===== config.mk =====
export PLATFORM = sky130hd
export DESIGN_NAME = axi_stream_fifo
export DESIGN_NICKNAME = d
export VERILOG_FILES = /design/src/rtl/axis_pkg.sv /design/src/rtl/axis_fifo_ram.sv /design/src/rtl/axi_stream_fifo.sv
export SDC_FILE = /design/constraint.sdc
export NUM_CORES = 1
export LEC_CHECK = 0
export CAP_MARGIN = 20
export CORE_ASPECT_RATIO = 0.75
export CORE_MARGIN = 8
export CORE_UTILIZATION = 50
export CTS_BUF_LIST = sky130_fd_sc_hd__clkbuf_8
export CTS_CLUSTER_SIZE = 40
export DETAILED_ROUTE_END_ITERATION = 8
export GPL_ROUTABILITY_DRIVEN = 0
export PLACE_DENSITY = 0.74
export SYNTH_ARGS = -nofsm -noshare
export SYNTH_HDL_FRONTEND = slang
export SYNTH_SLANG_ARGS = --single-unit
export TNS_END_PERCENT = 50

===== constraint.sdc =====
create_clock -name clk -period 3.49 [get_ports clk]
set_input_delay 0.5235 -clock clk [delete_from_list [all_inputs] [get_ports clk]]
set_output_delay 0.5235 -clock clk [all_outputs]
set_load 0.01 [all_outputs]

===== src/rtl/axis_pkg.sv =====
// Shared AXI-Stream defaults and helpers, used by the stream mux and the stream FIFO.
package axis_pkg;

    localparam int unsigned AXIS_DATA_WIDTH = 8;
    localparam int unsigned AXIS_FIFO_DEPTH = 4;

    // Pointer width for a FIFO of the given depth: index bits plus one wrap bit.
    function automatic int unsigned axis_ptr_width(input int unsigned depth);
        return $unsigned($clog2(depth)) + 32'd1;
    endfunction

endpackage


===== src/rtl/axis_fifo_ram.sv =====
// Storage array for axi_stream_fifo: synchronous write, asynchronous read, no reset.
module axis_fifo_ram #(
    parameter int unsigned DATA_WIDTH = 8,
    parameter int unsigned DEPTH      = 4
) (
    input  logic                       clk,
    input  logic                       we,
    input  logic [$clog2(DEPTH)-1:0]   waddr,
    input  logic [DATA_WIDTH-1:0]      wdata,
    input  logic [$clog2(DEPTH)-1:0]   raddr,
    output logic [DATA_WIDTH-1:0]      rdata
);

    logic [DATA_WIDTH-1:0] mem [DEPTH];

    always_ff @(posedge clk) begin
        if (we) begin
            mem[waddr] <= wdata;
        end
    end

    assign rdata = mem[raddr];

endmodule


===== src/rtl/axi_stream_fifo.sv =====
// First-word-fall-through AXI-Stream FIFO with registered ready/valid flags.
// Define AXIS_FIFO_LEVEL_EN to add the registered occupancy output 'level'.
module axi_stream_fifo
    import axis_pkg::*;
#(
    parameter int unsigned DATA_WIDTH = AXIS_DATA_WIDTH,
    parameter int unsigned DEPTH      = AXIS_FIFO_DEPTH
) (
    input  logic                          clk,
    input  logic                          rst_n,
    input  logic [DATA_WIDTH-1:0]         s_tdata,
    input  logic                          s_tvalid,
    output logic                          s_tready,
    output logic [DATA_WIDTH-1:0]         m_tdata,
    output logic                          m_tvalid,
    input  logic                          m_tready
`ifdef AXIS_FIFO_LEVEL_EN
    ,
    output logic [axis_ptr_width(DEPTH)-1:0] level
`endif
);

    localparam int unsigned AW = $clog2(DEPTH);
    localparam int unsigned PW = axis_ptr_width(DEPTH);

    logic [PW-1:0] wr_ptr;
    logic [PW-1:0] rd_ptr;
    logic [PW-1:0] wr_ptr_nxt;
    logic [PW-1:0] rd_ptr_nxt;
    logic          wr_en;
    logic          rd_en;
    logic          empty_nxt;
    logic          full_nxt;

    // Flags are computed from the post-edge pointers so they can be registered.
    always_comb begin
        wr_en      = s_tvalid && s_tready;
        rd_en      = m_tvalid && m_tready;
        wr_ptr_nxt = wr_ptr + PW'(wr_en);
        rd_ptr_nxt = rd_ptr + PW'(rd_en);
        empty_nxt  = (wr_ptr_nxt == rd_ptr_nxt);
        full_nxt   = (wr_ptr_nxt[PW-1] != rd_ptr_nxt[PW-1]) &&
                     (wr_ptr_nxt[AW-1:0] == rd_ptr_nxt[AW-1:0]);
    end

    always_ff @(posedge clk or negedge rst_n) begin
        if (!rst_n) begin
            wr_ptr   <= '0;
            rd_ptr   <= '0;
            s_tready <= 1'b0;
            m_tvalid <= 1'b0;
        end else begin
            wr_ptr   <= wr_ptr_nxt;
            rd_ptr   <= rd_ptr_nxt;
            s_tready <= !full_nxt;
            m_tvalid <= !empty_nxt;
        end
    end

`ifdef AXIS_FIFO_LEVEL_EN
    always_ff @(posedge clk or negedge rst_n) begin
        if (!rst_n) begin
            level <= '0;
        end else begin
            level <= wr_ptr_nxt - rd_ptr_nxt;
        end
    end
`endif

    axis_fifo_ram #(
        .DATA_WIDTH (DATA_WIDTH),
        .DEPTH      (DEPTH)
    ) u_ram (
        .clk   (clk),
        .we    (wr_en),
        .waddr (wr_ptr[AW-1:0]),
        .wdata (s_tdata),
        .raddr (rd_ptr[AW-1:0]),
        .rdata (m_tdata)
    );

endmodule


=== Word-level counts from Yosys, hierarchy flattened ===
Memories as Yosys holds them, arrays and structs flattened.
Index checks and enable logic that the tools add are counted.

* $add $sub $neg: 2
* Reductions and logical operators: 5
* Multiplexer cells: 2
* Equal/unequal tests: 3

{| class="wikitable"
|+ Operators with widths
! operator !! count
|-
| 3-bit by 1-bit adder with 3-bit output || 2
|-
| 3-bit equality test || 1
|-
| 1-bit logical AND || 3
|-
| 2-bit equality test || 1
|-
| 1-bit logical NOT || 2
|-
| 1-bit 2-to-1 mux || 2
|-
| 1-bit != test || 1
|}

* Input port bits: 12
* Word-level logic and storage cells: 17
* Memories: 1
* Register bits after elaboration: 8
* Bits in writable memories: 32

{| class="wikitable"
|+ Memory list
! memory !! depth !! bits a word !! read ports !! clocked after memory_dff !! write ports !! line !! source
|-
| u_ram.mem || 4 || 8 || 1 || 0 || 1 || axis_fifo_ram.sv:14 || <nowiki>logic [DATA_WIDTH-1:0] mem [DEPTH];</nowiki>
|}

=== Depth between registers and ports, before layout ===
* Depth in word-level cells: 5
* Gate-level depth with buffers: 7
* Gate-level depth less buffers: 7

=== Cells and area by module ===
A second synthesis with hierarchy kept.

* Cells, all modules: 69
* Area, all modules: 1527.7 um2

{| class="wikitable"
|+ Modules (own cells, without submodules)
! module !! cells each !! area an instance (um2) !! instances !! seq. area each (um2)
|-
| axis_fifo_ram || 46 || 1188.6 || 1 || 960.9
|-
| axi_stream_fifo || 23 || 339.1 || 1 || 200.2
|}

=== Least setup slack after synthesis ===
OpenSTA, ideal clock, no wires.

* Path kind: input-to-reg
* Start point: in s_tvalid
* End point: mem u_ram.mem[2][0], enable pin
* Cell stages on the path: 2
* Arrival time: 1305 ps
* Setup slack: 1800 ps
* Library setup time: 385 ps
* Data required time: 3105 ps
* Path through: nand2_1 -> nor3b_1

* Word-level cells in the longest chain between the ends: 3

{| class="wikitable"
|+ Ends and longest elaborated chain
! what !! line !! source
|-
| start, declared || axi_stream_fifo.sv:12 || <nowiki>input logic s_tvalid,</nowiki>
|-
| 1-bit logical AND || axi_stream_fifo.sv:37 || <nowiki>wr_en = s_tvalid && s_tready;</nowiki>
|-
| 1-bit 2-to-1 mux || axis_fifo_ram.sv:17 || <nowiki>if (we) begin</nowiki>
|-
| 1-bit 2-to-1 mux (not written as such) || axis_fifo_ram.sv:18 || <nowiki>mem[waddr] <= wdata;</nowiki>
|-
| end, declared || axis_fifo_ram.sv:14 ||
|}

No other way between the ends.

=== Worst setup path in the final report ===
* Start point: reg rd_ptr[0]
* End point: out m_tdata[1]

* Word-level cells in the longest chain between the ends: 1

{| class="wikitable"
|+ Ends and longest elaborated chain
! what !! line !! source
|-
| start, declared || axi_stream_fifo.sv:27 || <nowiki>logic [PW-1:0] rd_ptr;</nowiki>
|-
| start signal, assigned || axi_stream_fifo.sv:54 || <nowiki>rd_ptr <= rd_ptr_nxt;</nowiki>
|-
| memory 4 x 8 bit || - ||
|-
| end, declared || axi_stream_fifo.sv:14 || <nowiki>output logic [DATA_WIDTH-1:0] m_tdata,</nowiki>
|}

No other way between the ends.

==> summary.md <==
| Metric | Value |
|---|---|
| Outcome | finished, final reports clean |
| Syn Area/Cell | 21.6 um2 |
| Crit path max fanout | 9 |
| TritonCTS clock tree | yes |
| Crit Path Category | reg2out |
| Area of the die | 0.00505 mm2 |
| Top Ports | 22 |
| Clock sink total | 40 |
| Clock power frac | 0.225 |
| Routed wire per std cell | 17.4 um |
| Buffers on Ports | 21 |
| Unique masters post-synth | 16 |
| Chip width | 79.4 um |
| Worst-Skew Late Latency | 290 ps |
| Worst reg2reg setup slack | 1800 ps |
| Worst-path clk slew | 70 ps |
| Post-route insts no fill | 138 |
| PnR Total Power | 1.58 mW |
| Vias after detailed routing | 723 |
| CP bufs+invs | 1 |
| Final setup fails | 0 |
| GR Util All Layers | 0.106 |
| Initial core utilization | 0.518 |
| Post-Syn Area | 0.00151 mm2 |
| Pre-CTS WS | 1150 ps |
| Clock Path Buffers | 2 |
| Yosys warning total | 0 |
| N_diodes | 0 |
| CP top delay family | flip-flops |
| Synthesized netlist cell count | 70 |
| Cell area after layout | 0.00188 mm2 |
| Switching share of power | 0.276 |
| Number of flops mapped to enable cells by yosys | 32 |
| Tcrit/Tclk final | 0.736 |
| Most frequent cells after synthesis | edfxtp_1, dfrtp_1, mux4_2 |
| Period minus WS final | 2570 ps |
| Root Buffer | clkbuf_8 |
| Detailed Routing Iterations Pass 1 | 4 |
| Ys async rst share | 0.200 |
| RSZ-0062 raised after global routing | false |
| Slew @ Worst Pin | 678 ps |
| Vias in the first global route | 760 |
| Top_reg_cell synth | edfxtp_1 |
| Area contributors post-synth | edfxtp_1, dfrtp_1, mux4_2 |
| Worst setup margin | 921 ps |
| Core region area | 0.00291 mm2 |
| Filler cell count | 192 |
| Relative slew slack | 0.545 |
| Total grt overflow | 0 |
| Rows | 17 |
| Area grow syn2layout | 24.6% |
| Setup bufs post-CTS | 0 |
| Placed cell count | 130 |
| CP Data Arrival Time | 2050 ps |
| Sequential share of the synthesized area | 0.769 |
| Worst-path cell chain | mux4_2 > clkdlybuf4s50_1 |
| Slowest CP cell | dfrtp_1 |
| Cts bufs inserted | 5 |
| # DRC | 0 |
| Layout cells sized above 1 | 0.180 |
| Post-DP HPWL | 1690 um |
| Synth Register Bits | 40 |
| First-pass GRT wire length | 3800 um |
| Hold slack | 470 ps |
| CP required | 2970 ps |
| Post-synth top area cell | edfxtp_1 |
| Share of power burned in registers | 0.457 |
| Initial antenna violation count | 0 |
| Post_cts resized | 0 |
| Die span in y | 63.6 um |
| Routed wire length | 2410 um |
| Htree depth | 2 |
| Leak | 0.676 nW |
| Most common cell in the netlist | edfxtp_1 |
| Max Cap Violations | 0 |
| Nature of the critical path endpoint | output pin |
| TNS Setup | 0 ps |
| Layout Utilization | 0.645 |
| Fin nets | 115 |
| Max Fclk | 0.389 GHz |
| Final Max Tran Viols | 0 |
| Largest net degree at the start of global routing | 13 |
| Share of Yosys cell area claimed by the top area cell type | 0.637 |
| Detail Route Antenna Nets | 0 |
| Internal power | 1.14 mW |
| Fin. Hold Viols | 0 |
| Net Count, Synth | 86 |
| DR vias/cell | 5.24 |
| Crit-path max cell delay | 690 ps |
| Post-CTS Hold Fix Bufs | 0 |
| VDD IR-drop max | 499 uV |
| Comb power frac | 0.318 |
| Hold Crit Class | reg2reg |
| Net load switching power | 437 uW |
| Starting DRC count in detailed routing | 25 |
| Startpoint types | flop |
| Cell Area, Placed | 0.00177 mm2 |
| Power density over cell area | 841 mW/mm2 |
| Final worst clock skew | 4.88 ps |
[cell usage in the layout (no fill, tap or decap)]
cell | synthesis | final
clkdlybuf4s50_1 | 0 | 21
inv_1 | 2 | 3
clkinv_2 | 0 | 1
buf_4 | 0 | 3
xor2_1 | 4 | 4
mux4_2 | 8 | 8
nor3_1 | 1 | 1
edfxtp_1 | 32 | 32
nand2b_1 | 1 | 1
xnor2_1 | 1 | 1
ha_1 | 4 | 4
and3_1 | 1 | 1
nand2_1 | 2 | 2
nor3b_1 | 2 | 2
nor2_1 | 1 | 1
clkbuf_8 | 0 | 5
and2_1 | 1 | 1
dfrtp_1 | 8 | 8
bufinv_16 | 0 | 1
[layout make-up]
type                       instances  area (um2)  area share
clock buffer                       5        68.8      0.0366
clock inverter                     3        38.8      0.0206
inverter                           2        7.51     0.00399
multi-input combinational         26         324       0.172
sequential                        40        1160       0.617
tap                               38        47.5      0.0253
timing repair buffer              24         233       0.124
[cell families (layout without fill, tap and decap cells)]
| logic type | count (synthesis) | after routing | synth area share |
|---|---|---|---|
| muxes | 8 | 8 | 0.119 |
| xor gates and xnor gates | 5 | 5 | 0.0290 |
| adders and majority gates | 4 | 4 | 0.0332 |
| buffers and inverters | 4 | 34 | 0.0158 |
| and+or+nand+nor | 9 | 9 | 0.0332 |
| DFF | 40 | 40 | 0.769 |
[power by group through the flow]
stage	Sequential (mW)	Clock, mW	Combinational, mW
floorplan	0.682	0	0.346
global placement	0.730	0	0.502
detailed placement	0.739	0	0.511
CTS	0.729	0.365	0.515
global route	0.739	0.381	0.544
finish	0.722	0.356	0.503
[state kept, by name (all words and copies together), names as in the netlist]
| signal | count |
|---|---|
| m_tvalid | 1 |
| wr_ptr | 3 |
| u_ram.mem | 32 |
| s_tready | 1 |
| rd_ptr | 3 |
[per-layer routing]
metal | part of all wire | global-route usage
met1 | 0.40 | 0.108
met2 | 0.52 | 0.165
met3 | 0.052 | 0.0382
met4 | 0.025 | 0.0968
met5 | 0 | 0
[worst paths after layout]
check / start / endpoint / cells after the start
setup reg to reg: rd_ptr[0] / s_tready / 5
hold reg to reg: wr_ptr[2] / wr_ptr[2] / 1
setup / recovery: rd_ptr[0] / m_tdata[1] / 2
hold / removal: wr_ptr[2] / wr_ptr[2] / 1
max in group asynchronous: rst_n / wr_ptr[1] / 1
min in group asynchronous: rst_n / s_tready / 1
[worst register-to-register path, cell delays in order (launching register included)]
cell	delay [ps]
dfrtp_1	580
ha_1	310
ha_1	180
xnor2_1	240
xor2_1	110
nand2b_1	160
(Power assumes the default switching activity.)
